<file path="src/rtl/wb_master_bridge_pkg.sv">
// Shared definitions for Wishbone bus initiators: FSM state encodings and
// default bus widths matching the 64 KB word-addressed memory slaves.
package wb_master_bridge_pkg;

  localparam int WB_DATA_WIDTH_DEF = 32;
  localparam int WB_ADDR_WIDTH_DEF = 14;

  typedef enum logic [1:0] {
    IDLE = 2'd0,
    BUS  = 2'd1,
    ERR  = 2'd2
  } bridge_state_e;

endpackage

</file>
<file path="src/rtl/wb_master_bridge_if.sv">
// Wishbone classic bus bundle. The master modport is the initiator side
// (drives address/data/strobe); the slave modport is the memory side.
interface wb_master_bridge_if
  import wb_master_bridge_pkg::*;
#(
  parameter int DATA_WIDTH    = WB_DATA_WIDTH_DEF,
  parameter int WB_ADDR_WIDTH = WB_ADDR_WIDTH_DEF
);

  logic [WB_ADDR_WIDTH-1:0] wb_adr_o;
  logic [DATA_WIDTH-1:0]    wb_dat_o;
  logic [DATA_WIDTH-1:0]    wb_dat_i;
  logic                     wb_we_o;
  logic                     wb_stb_o;
  logic                     wb_cyc_o;
  logic                     wb_ack_i;

  modport master (
    output wb_adr_o, wb_dat_o, wb_we_o, wb_stb_o, wb_cyc_o,
    input  wb_dat_i, wb_ack_i
  );

  modport slave (
    input  wb_adr_o, wb_dat_o, wb_we_o, wb_stb_o, wb_cyc_o,
    output wb_dat_i, wb_ack_i
  );

endinterface

</file>
<file path="src/rtl/wb_master_bridge.sv">
// Wishbone classic initiator. Each accepted core request becomes exactly one
// Wishbone cycle; the result comes back as a one-cycle response pulse carrying
// read data or an error flag (misaligned address or no ack within the timeout).
module wb_master_bridge
  import wb_master_bridge_pkg::*;
#(
  parameter int DATA_WIDTH     = WB_DATA_WIDTH_DEF,
  parameter int WB_ADDR_WIDTH  = WB_ADDR_WIDTH_DEF,
  parameter int TIMEOUT_CYCLES = 255
) (
  input  logic                     clk,
  input  logic                     rst_n,
  input  logic                     req_valid,
  output logic                     req_ready,
  input  logic                     req_we,
  input  logic [WB_ADDR_WIDTH+1:0] req_addr,
  input  logic [DATA_WIDTH-1:0]    req_wdata,
  output logic                     rsp_valid,
  output logic [DATA_WIDTH-1:0]    rsp_rdata,
  output logic                     rsp_err,
  wb_master_bridge_if.master       wb
);

  localparam int CNT_W = $clog2(TIMEOUT_CYCLES + 1);
  localparam logic [CNT_W-1:0] CNT_LAST = CNT_W'(TIMEOUT_CYCLES - 1);

  bridge_state_e    state;
  bridge_state_e    state_nxt;
  logic [CNT_W-1:0] count;
  logic             accept;
  logic             misaligned;
  logic             count_last;

  assign req_ready  = (state == IDLE) && rst_n;
  assign accept     = req_valid && req_ready;
  assign misaligned = (req_addr[1:0] != 2'b00);
  assign count_last = (count == CNT_LAST);

  // Next-state decode; an ack on the last timeout cycle still completes normally.
  always_comb begin
    state_nxt = state;
    case (state)
      IDLE: begin
        if (accept) begin
          state_nxt = misaligned ? ERR : BUS;
        end
      end
      BUS: begin
        if (wb.wb_ack_i || count_last) begin
          state_nxt = IDLE;
        end
      end
      ERR:     state_nxt = IDLE;
      default: state_nxt = IDLE;
    endcase
  end

  // State register; reset drops any transaction in flight without a response.
  always_ff @(posedge clk or negedge rst_n) begin
    if (!rst_n) begin
      state <= IDLE;
    end else begin
      state <= state_nxt;
    end
  end

  // Bus outputs, timeout counter and response registers.
  always_ff @(posedge clk or negedge rst_n) begin
    if (!rst_n) begin
      wb.wb_cyc_o <= 1'b0;
      wb.wb_stb_o <= 1'b0;
      wb.wb_we_o  <= 1'b0;
      wb.wb_adr_o <= '0;
      wb.wb_dat_o <= '0;
      count       <= '0;
      rsp_valid   <= 1'b0;
      rsp_rdata   <= '0;
      rsp_err     <= 1'b0;
    end else begin
      rsp_valid <= 1'b0;
      case (state)
        IDLE: begin
          if (accept && !misaligned) begin
            wb.wb_adr_o <= req_addr[WB_ADDR_WIDTH+1:2];
            wb.wb_dat_o <= req_wdata;
            wb.wb_we_o  <= req_we;
            wb.wb_cyc_o <= 1'b1;
            wb.wb_stb_o <= 1'b1;
            count       <= '0;
          end
        end
        BUS: begin
          if (wb.wb_ack_i) begin
            wb.wb_cyc_o <= 1'b0;
            wb.wb_stb_o <= 1'b0;
            wb.wb_we_o  <= 1'b0;
            rsp_valid   <= 1'b1;
            rsp_err     <= 1'b0;
            rsp_rdata   <= wb.wb_we_o ? '0 : wb.wb_dat_i;
          end else if (count_last) begin
            wb.wb_cyc_o <= 1'b0;
            wb.wb_stb_o <= 1'b0;
            wb.wb_we_o  <= 1'b0;
            rsp_valid   <= 1'b1;
            rsp_err     <= 1'b1;
            rsp_rdata   <= '0;
          end else begin
            count <= count + CNT_W'(1);
          end
        end
        ERR: begin
          rsp_valid <= 1'b1;
          rsp_err   <= 1'b1;
          rsp_rdata <= '0;
        end
        default: ;
      endcase
    end
  end

endmodule

</file>
<file path="src/flat_wrapper.sv">
// flat-port wrapper written by rule: the top's interface ports become plain ports
module wb_master_bridge_flat import wb_master_bridge_pkg::*;
#(
  parameter int DATA_WIDTH     = WB_DATA_WIDTH_DEF,
  parameter int WB_ADDR_WIDTH  = WB_ADDR_WIDTH_DEF,
  parameter int TIMEOUT_CYCLES = 255
)
  (clk, rst_n, req_valid, req_ready, req_we, req_addr, req_wdata, rsp_valid, rsp_rdata, rsp_err, wb_wb_adr_o, wb_wb_dat_o, wb_wb_we_o, wb_wb_stb_o, wb_wb_cyc_o, wb_wb_dat_i, wb_wb_ack_i);
  wb_master_bridge_if #(.DATA_WIDTH(DATA_WIDTH), .WB_ADDR_WIDTH(WB_ADDR_WIDTH)) wb_i ();
  input  logic clk;
  input  logic rst_n;
  input  logic req_valid;
  output logic req_ready;
  input  logic req_we;
  input  logic [WB_ADDR_WIDTH+1:0] req_addr;
  input  logic [DATA_WIDTH-1:0] req_wdata;
  output logic rsp_valid;
  output logic [DATA_WIDTH-1:0] rsp_rdata;
  output logic rsp_err;
  output wire logic [$bits(wb_i.wb_adr_o)-1:0] wb_wb_adr_o;
  output wire logic [$bits(wb_i.wb_dat_o)-1:0] wb_wb_dat_o;
  output wire logic [$bits(wb_i.wb_we_o)-1:0] wb_wb_we_o;
  output wire logic [$bits(wb_i.wb_stb_o)-1:0] wb_wb_stb_o;
  output wire logic [$bits(wb_i.wb_cyc_o)-1:0] wb_wb_cyc_o;
  input wire logic [$bits(wb_i.wb_dat_i)-1:0] wb_wb_dat_i;
  input wire logic [$bits(wb_i.wb_ack_i)-1:0] wb_wb_ack_i;
  assign wb_wb_adr_o = wb_i.wb_adr_o;
  assign wb_wb_dat_o = wb_i.wb_dat_o;
  assign wb_wb_we_o = wb_i.wb_we_o;
  assign wb_wb_stb_o = wb_i.wb_stb_o;
  assign wb_wb_cyc_o = wb_i.wb_cyc_o;
  assign wb_i.wb_dat_i = wb_wb_dat_i;
  assign wb_i.wb_ack_i = wb_wb_ack_i;
  wb_master_bridge #(.DATA_WIDTH(DATA_WIDTH), .WB_ADDR_WIDTH(WB_ADDR_WIDTH), .TIMEOUT_CYCLES(TIMEOUT_CYCLES)) u_core (.clk(clk), .rst_n(rst_n), .req_valid(req_valid), .req_ready(req_ready), .req_we(req_we), .req_addr(req_addr), .req_wdata(req_wdata), .rsp_valid(rsp_valid), .rsp_rdata(rsp_rdata), .rsp_err(rsp_err), .wb(wb_i));
endmodule
</file>
<file path="config.mk">
export PLATFORM = sky130hd
export DESIGN_NAME = wb_master_bridge_flat
export DESIGN_NICKNAME = d
export VERILOG_FILES = /design/src/rtl/wb_master_bridge_pkg.sv /design/src/rtl/wb_master_bridge_if.sv /design/src/rtl/wb_master_bridge.sv /design/src/flat_wrapper.sv
export SDC_FILE = /design/constraint.sdc
export NUM_CORES = 1
export LEC_CHECK = 0
export ABC_CLOCK_PERIOD_IN_PS = 4830
export CORE_ASPECT_RATIO = 0.5
export CORE_MARGIN = 4
export CORE_UTILIZATION = 25
export DETAILED_ROUTE_END_ITERATION = 16
export GPL_TIMING_DRIVEN = 0
export PLACE_DENSITY_LB_ADDON = 0.15
export SYNTH_ARGS = -nofsm -noshare
export SYNTH_HDL_FRONTEND = slang
export SYNTH_SLANG_ARGS = --single-unit
</file>
<file path="constraint.sdc">
create_clock -name clk -period 4.83 [get_ports clk]
set_input_delay 0.966 -clock clk [delete_from_list [all_inputs] [get_ports clk]]
set_output_delay 0.966 -clock clk [all_outputs]
set_load 0.02 [all_outputs]
</file>
==> results.ini <==
[outcome]
status = complete, no violations

[power_and_ir_drop]
swShare_pct = 36.2
peakVddDrop_uv = 179
p_seq_share_pct = 35.8
intPower_uw = 2010
p_leak_uw = 0.00268
power.share.clock_pct = 23.5
p_switching_uw = 1140
power_density_mw_per_mm2 = 513
p_comb_share_pct = 40.7

[global_route]
grt_max_degree = 55
antenna_found_initial = 0
grt.total_usage_pct = 13.3
grt_overflow = 0
grt_pass1_vias = 3534
grt_pass1_wl_um = 18600

[timing]
setup_viol = 0
fin_ws_ns = 1.32
worstMarginPinSlew_ns = 0.823
rsz0062_at_grt = no
max_slew_margin_pct = 44.7
skew_ns = 0.00975
period_needed_ns = 3.51
min_period_over_period_pct = 72.7
final-max-slew-violation-count = 0
tns_ns = 0
fmax_mhz = 285
finalHoldViolCount = 0

[layout]
drive_gt1_share_pct = 4.11
nets = 694
post-route-util_pct = 41.4
area_growth_syn_to_layout_pct = 58.5
final_cells = 807
n_antenna_cell = 0
stdcell_area_mm2 = 0.00614

[cts]
cts_hold_buf = 0
cts.sinks = 92
cts-root-buf = clkbuf_16
clk_path_buf_depth = 2
cts_resized = 0
cts_inserted_buffers = 9
insertion_delay_ns = 0.34
cts_tree = done
clkTransAtPathRegs_ns = 0.06
cts_setup_buffers = 0
htree_levels = 3

[placement]
gp_congestion = 0.748
placed_area_mm2 = 0.00583
dp_slack_ns = 1.20
numPlacedInstances = 791
dpl.hpwl_um = 8450
place.port_buffers = 168

[yosys]
ys_ff_latch = 92
synth_top_area_cell = dfrtp_1
synthTopCellsByCount = nand2_1 (143), dfrtp_1 (92), o21ai_0 (41), inv_1 (37), nand4_1 (34)
ys.flop_type = dfrtp_1
synthesis.area_mm2 = 0.00387
synth_edf_count = 0
synthDistinctLibCells = 31
syn_area_per_cell_um2 = 9.13
synth_top_area_share_pct = 59.5
ys.warnings.count = 0
synth-async-reset-ratio_pct = 100
netlist_instances = 424
synth_area_leaders = dfrtp_1 (59%), nand2_1 (14%), nand4_1 (5.5%)
ys_seq_area_share_pct = 59.5
syn_nets = 514
synth_most_common_cell = nand2_1

[die]
die_h_um = 96.0
fp.dieArea_mm2 = 0.0177
die_w_um = 184
start_util_pct = 26.1
ios = 169
core_mm2 = 0.0148
rows = 31

[detailed_routing]
drc = 0
drt-total-wl_um = 11800
first_iter_violations = 189
ant_nets = 0
vias = 3532
vias_per_cell = 4.38
firstDrtPassIters = 6
post_drt_wl_per_cell_um = 14.7

[setup_path]
crit_fanout = 54
cp_data_arrival_time_ns = 2.54
startpoint_type = primary input
cp.required_ns = 3.86
crit_type = in -> out
endpoint_kind = output pin

[worst_hold_path]
min_path_type = reg -> reg

[job]
cap_viol_max_count = 0

## cell families after synthesis
kind of cell / synth area share, %
adders and majority gates: 1.62
muxes: 0.549
buffers and inverters: 6.53
DFF: 59.5
AOI/OAI and AO/OA: 9.76
and+or+nand+nor: 22.1
## cells in the final DEF, fill, tap and decap left out, drive strengths merged
cell / count
nand2b: 3
nand4: 34
o21ai: 42
clkdlybuf4s50: 167
inv: 37
nor2: 3
a21o: 1
nor3: 1
a21oi: 3
or3: 2
nand3: 4
o21a: 3
o31ai: 8
clkbuf: 34
mux2: 1
and2: 3
o32a: 1
or4: 1
a31oi: 3
nand2: 143
ha: 5
buf: 7
bufinv: 1
o41ai: 2
mux2i: 1
clkinvlp: 1
o2bb2ai: 1
dfrtp: 92
clkinv: 3
nor2b: 1
and3: 1
## stage by stage
| step | power [uW] | hold WS, ns |
|---|---|---|
| floorplan | 1750 | 0.455 |
| global placement | 2430 | 0.458 |
| detailed placement | 2450 | 0.462 |
| CTS | 3210 | 0.478 |
| global route | 3360 | 0.491 |
| finish | 3150 | 0.474 |
## sequential cells by signal (all words and copies together) (netlist names)
register,cells
u_core.rsp_err,1
u_core.state,2
u_core.rsp_rdata,32
u_core.wb.wb_we_o,1
u_core.rsp_valid,1
u_core.wb.wb_adr_o,14
u_core.count,8
u_core.wb.wb_dat_o,32
u_core.wb.wb_stb_o,1
## power by group through the flow
stage	Clock [uW]	Combinational [uW]	Sequential, uW
after floorplan	0	340	1410
after global placement	0	1300	1130
after detailed placement	0	1310	1140
after CTS	769	1310	1130
after global routing	799	1400	1170
final	740	1280	1130
## area by class of cell
type	count	area [um2]
tap	198	248
fill	1501	8680
sequential	92	2300
clock buffer	11	253
timing repair buffer	169	1710
inverter	37	139
multi-input combinational	267	1320
buffer	28	114
clock inverter	5	60.1
## critical path, cell delays in order
cell,delay [ns]
buf_4,0.45
buf_16,0.32
and2_1,0.17
clkdlybuf4s50_1,0.61
## metal layers
| metal | wire length, um | up-vias | track usage, % | part of all wire [%] |
|---|---|---|---|---|
| li1 | - | 1744 | - | - |
| met3 | 740 | 8 | 4.68 | 6.3 |
| met2 | 5580 | 84 | 21.7 | 47 |
| met4 | 93 | 0 | 2.58 | 0.79 |
| met1 | 5410 | 1696 | 17.4 | 46 |
| met5 | 0 | - | 0 | 0 |
## path summary, 6_finish.rpt
| path | end | slack, ns | depth (start not counted) | from |
|---|---|---|---|---|
| worst max-delay path | req_ready | 1.32 | 4 | rst_n |
| worst min-delay path | u_core.wb.wb_adr_o[11]$_DFFE_PN0P_ | 0.47 | 2 | u_core.wb.wb_adr_o[11]$_DFFE_PN0P_ |
| worst max register to register | u_core.wb.wb_we_o$_DFFE_PN0P_ | 2.50 | 7 | u_core.state[1]$_DFFE_PN0P_ |
| worst min register to register | u_core.wb.wb_adr_o[11]$_DFFE_PN0P_ | 0.47 | 2 | u_core.wb.wb_adr_o[11]$_DFFE_PN0P_ |
| max in group asynchronous | u_core.count[7]$_DFFE_PN0P_ | 3.53 | 2 | rst_n |
| min in group asynchronous | u_core.wb.wb_adr_o[12]$_DFFE_PN0P_ | 0.61 | 1 | rst_n |
Note: power is estimated with default switching activity, not from simulation.
==> variant 1: new RTL, same settings <==
The 3 states of `bridge_state_e` get a one-hot encoding in 3 bits.
--- a/src/rtl/wb_master_bridge_pkg.sv
+++ b/src/rtl/wb_master_bridge_pkg.sv
@@ -5,10 +5,10 @@
   localparam int WB_DATA_WIDTH_DEF = 32;
   localparam int WB_ADDR_WIDTH_DEF = 14;
 
-  typedef enum logic [1:0] {
-    IDLE = 2'd0,
-    BUS  = 2'd1,
-    ERR  = 2'd2
+  typedef enum logic [2:0] {
+    IDLE = 3'b001,
+    BUS  = 3'b010,
+    ERR  = 3'b100
   } bridge_state_e;
 
 endpackage
Function: no difference found for any inputs over 4 cycles, from zero or initial values and one cycle with rst_n low; so few cycles prove little.
==> variant 1 against the original RTL <==
Worst setup slack worse by 0.048 ns. Cell area down 0.86%. Largest cell class unchanged. Area after synthesis down 0.32%. Sequential cell count up 1. Sequential share of layout area up 0.76 points. Power up 1.7%. Highest routed layer unchanged. Non-clock buffer count unchanged. Wire length about the same. Synthesized cell count down 0.71%.
==> variant 1: results (changes against the original RTL) <==
[cts]
cts_setup_buffers = 0  ; unchanged
cts_buffers = 9  ; unchanged
clk_latency_ns = 0.34  ; about the same
clockBufferDepth = 2  ; unchanged
cts-htree-levels = 3  ; unchanged
path_clk_slew_ns = 0.07
cts_hold_buf = 0  ; unchanged
root_buffer = clkbuf_16
ctsResizeCount = 0  ; unchanged

[placement]
globalplace.congestion = 0.763  ; +2.0%
hpwl_um = 8440  ; -0.21%
io_buffers = 168  ; unchanged
place_ws_ns = 1.19  ; -0.0111 ns
place_area_sq_um = 5810  ; -0.34%

[logic_synthesis]
ys.flop_type = dfrtp_1
ys_top_cells_by_area = dfrtp_1, nand2_1, a22oi_1
synthArstFlopShare = 1.00  ; unchanged
yosysSeqAreaShare = 0.603  ; +0.00873
synth_nets = 508  ; -1.2%
synthTopCellsByCount = nand2_1, dfrtp_1, o21ai_0
synth_cell_types = 34  ; +9.7%
synth_warnings = 0  ; unchanged

[setup_path]
cp_slowest_cell = clkdlybuf4s50_1
r2r_cells = 7  ; unchanged
cp_slowest_stage_delay_ns = 0.62
critical-path-top-delay-family = buffers and inverters
cp_max_fo = 56  ; +3.7%
critical_path_arrival_ns = 2.59  ; +0.05 ns

[cells_and_area]
nFillCells = 1481  ; -1.3%
nNetsFinal = 688  ; -0.86%
antenna_cells = 0  ; unchanged
layout-drive-gt1-share = 0.0330  ; -0.00805
reg.largest.list = u_core.rsp_rdata: 32 flops, u_core.wb.wb_dat_o: 32 flops, u_core.wb.wb_adr_o: 14 flops

[drt]
viasPerCell = 4.35  ; -0.71%
drt-pass1-iter-count = 4  ; -2
routed_wl_um = 11800  ; about the same
drc = 0  ; unchanged
drt-initial-drc-count = 111  ; -41%

[pwr]
power_leakage_nw = 2.76  ; +3.1%
ir_worst_vdd_mv = 0.231  ; +30%

[flow_run]
maxCapViolations = 0  ; unchanged

[grt]
grt_max_degree = 57  ; +3.6%
antenna_found_initial = 0  ; unchanged
grt_pass1_wl_um = 19000  ; +2.4%
track_usage = 0.135  ; +0.00157
grt_pass1_vias = 3593  ; +1.7%

[outcome]
status = finished, final reports clean

[sta]
relSlewSlack = 0.498  ; +0.0506
skew_ns = 0.00789  ; -0.00186 ns

[hold_path]
hold_path_class = reg -> reg
hold_depth = 2  ; unchanged

[variant 1: layout make-up]
class,instances,area [sq um],share of cell area
plain buffers,28,110,0.0181
clock buffers,13,260,0.0428
clock inverters,3,20.0,0.00329
inverters,4,15.0,0.00247
multi-input cells,296,1410,0.231
flip-flops and latches,93,2330,0.383
well taps,198,248,0.0407
repair buffers,169,1700,0.279
[variant 1: metrics by stage]
stage	setup TNS (ns)	utilization	power, W	cells
6_report	0	0.412	0.00321	804
5_1_grt	0	0.412	0.00344	804
3_5_place_dp	0	0.393	0.00256	788
4_1_cts	0	0.412	0.00326	804
2_1_floorplan	0	-	0.00187	421
3_3_place_gp	-223.06	0.392	0.00255	787
[variant 1: final timing paths]
| kind | from | end | slack (ns) |
|---|---|---|---|
| worst max-delay path | rst_n | req_ready | 1.27 |
| worst max register to register | u_core.state[0]$_DFFE_PN1P_ | u_core.wb.wb_stb_o$_DFFE_PN0P_ | 2.61 |
| worst min-delay path | u_core.wb.wb_dat_o[14]$_DFFE_PN0P_ | u_core.wb.wb_dat_o[14]$_DFFE_PN0P_ | 0.47 |
| max in group asynchronous | rst_n | u_core.rsp_rdata[21]$_DFFE_PN0P_ | 3.45 |
| worst min register to register | u_core.wb.wb_dat_o[14]$_DFFE_PN0P_ | u_core.wb.wb_dat_o[14]$_DFFE_PN0P_ | 0.47 |
| min in group asynchronous | rst_n | u_core.wb.wb_dat_o[26]$_DFFE_PN0P_ | 0.70 |
[variant 1: cells by family after synthesis]
group,share of synthesized area
flops,0.603
buf+inv,0.0324
mux,0.00259
simple gates,0.222
compound gates,0.134
fa+ha+maj,0.00648
[variant 1: routing by layer]
| layer | up-vias | GRT usage | routed length, um |
|---|---|---|---|
| met2 | 77 | 0.222 | 5610 |
| met5 | - | 0 | 0 |
| met3 | 4 | 0.0362 | 711 |
| li1 | 1751 | - | - |
| met4 | 0 | 0.0308 | 81 |
| met1 | 1662 | 0.179 | 5430 |
[variant 1: tightest hold or removal path, stage by stage (launching register included)]
cell	delay, ns
dfrtp_1	0.34
nand2_1	0.05
nand2_1	0.05
[variant 1: power by group]
part | switching [W] | internal [W]
clock network | 0.000298 | 0.000377
logic | 0.000682 | 0.000658
registers | 0.000157 | 0.00103
==> variant 2: new RTL, same settings <==
Made on the original files. Set the package constant `WB_ADDR_WIDTH_DEF` to 15 (it was 14).
--- a/src/rtl/wb_master_bridge_pkg.sv
+++ b/src/rtl/wb_master_bridge_pkg.sv
@@ -3,7 +3,7 @@
 package wb_master_bridge_pkg;
 
   localparam int WB_DATA_WIDTH_DEF = 32;
-  localparam int WB_ADDR_WIDTH_DEF = 14;
+  localparam int WB_ADDR_WIDTH_DEF = 15;
 
   typedef enum logic [1:0] {
     IDLE = 2'd0,
Ports: changed (resized req_addr and wb_wb_adr_o); port bits go from 169 to 171. No check against the original RTL was run, so the function may have changed too.
==> variant 2 against the original RTL <==
Worst hold slack improved by 0.020 ns. Wire length fell by 7.5%. Area after synthesis rose by 3.3%. Largest power group unchanged. Power rose by 3.6%. Combinational power rose by 14%. Cell area rose by 1.9%. Non-clock buffer count fell by 4. Critical endpoint unchanged. Sequential cell count rose by 1. Worst setup slack improved by 0.22 ns. First-iteration DRC count fell by 54%. Highest routed layer unchanged. Largest cell class unchanged.
==> variant 2: results (changes against the original RTL) <==
[setup_path]
r2r-end = u_core.rsp_rdata[17]$_DFFE_PN0P_
critical_path_arrival_ns = 2.32  ; -0.22 ns
r2r_setup_slack_ns = 2.90  ; +0.40 ns
timing.rr.start = u_core.state[0]$_DFFE_PN0P_
cp_max_fo = 50  ; -7.4%

[drt]
viasPerCell = 4.38  ; about the same
avgRoutedWirePerCell_um = 15.3  ; +4.7%
drt-pass1-iter-count = 4  ; -2
routed_wl_um = 10900  ; -7.5%
drt-initial-drc-count = 87  ; -54%

[logic_synthesis]
synth_cell_types = 33  ; +6.5%
synthTopCellsByCount = dfrtp_1, mux2_2, inv_1
yosysSeqAreaShare = 0.582  ; -0.0125
ys_top_cells_by_area = dfrtp_1, mux2_2, nand4_1
avgSynthCellArea_sq_um = 12.4  ; +36%
synth_nets = 413  ; -20%

[pwr]
ir_worst_vdd_mv = 0.167  ; -6.5%

[grt]
grt_pass1_vias = 3363  ; -4.8%
track_usage = 0.123  ; -0.0103

[cells_and_area]
nFillCells = 1531  ; +2.0%
nNetsFinal = 595  ; -14%
reg.largest.list = u_core.rsp_rdata: 32 flops, u_core.wb.wb_dat_o: 32 flops, u_core.wb.wb_adr_o: 15 flops

[sta]
worstMarginPinSlew_ns = 0.666  ; -0.157 ns

[placement]
globalplace.congestion = 0.729  ; -2.5%
hpwl_um = 8050  ; -4.8%

[outcome]
status = finished, final reports clean

==> variant 2: changes by cell type after synthesis, sizes merged, moves of 3 or more <==
cell	delta
mux2	+47
and3	+3
o21ai	-5
nand2b	+5
nand2	-138
o31ai	-8
clkbuf	-15
a31oi	+7
buf	+9
==> variant 2: final cells by class <==
class | instances | share of cell area
inverter | 35 | 0.0210
timing repair buffer | 171 | 0.276
clock buffer | 9 | 0.0360
tap | 204 | 0.0408
sequential | 93 | 0.372
clock inverter | 7 | 0.00780
multi-input combinational | 172 | 0.224
buffer | 22 | 0.0218
==> variant 2: worst register-to-register path, delay by kind of cell (launching register included) <==
family	cells	cell delay, ns
compound gates	1	0.09
fa+ha+maj	1	0.21
buf+inv	2	0.53
flops	1	0.35
simple gates	3	0.69
==> variant 2: worst min path at each step <==
stage                                        end  slack, ns  depth (start not counted)
2_1_floorplan        u_core.count[6]$_DFFE_PN0P_       0.45                          1
3_3_place_gp         u_core.count[6]$_DFFE_PN0P_       0.48                          1
3_5_place_dp         u_core.count[6]$_DFFE_PN0P_       0.48                          1
4_1_cts              u_core.count[6]$_DFFE_PN0P_       0.49                          1
5_1_grt        u_core.wb.wb_adr_o[5]$_DFFE_PN0P_       0.51                          1
6_report             u_core.count[6]$_DFFE_PN0P_       0.49                          1
==> variant 2: metrics by stage <==
| stage | setup slack, ns | hold slack (ns) | instance area (sq um) | utilization |
|---|---|---|---|---|
| final | 1.55 | 0.493 | 6250 | 0.403 |
| after detailed placement | 1.49 | 0.479 | 5980 | 0.385 |
| after global placement | -2.04 | 0.480 | 5960 | 0.383 |
| after floorplan | 2.68 | 0.451 | 4000 | - |
| after global routing | 1.43 | 0.514 | 6250 | 0.403 |
| after CTS | 1.48 | 0.493 | 6250 | 0.403 |
==> variant 2: kinds of logic (layout without fill, tap and decap cells) <==
kind of cell | count (synthesis) | after routing | synth area share
AO/OA/AOI/OAI | 56 | 56 | 0.0998
AND/OR/NAND/NOR | 61 | 61 | 0.0945
buffers and inverters | 57 | 244 | 0.0670
flip-flops | 93 | 93 | 0.582
multiplexers | 50 | 50 | 0.141
adder cells (fa/ha/maj) | 5 | 5 | 0.0156
==> variant 2: power breakdown <==
part	internal [W]	switching (W)	total [W]
Combinational	0.000717	0.000741	0.00146
Clock	0.000351	0.000313	0.000664
Sequential	0.00102	0.000119	0.00114
Total	0.00209	0.00117	0.00326
==> variant 2: layer usage <==
layer / GRT usage / part of all wire / vias to the layer above
met5: 0 / 0 / -
met2: 0.218 / 0.51 / 67
li1: - / - / 1504
met4: 0.0239 / 0.0097 / 0
met1: 0.150 / 0.43 / 1540
met3: 0.0355 / 0.045 / 9
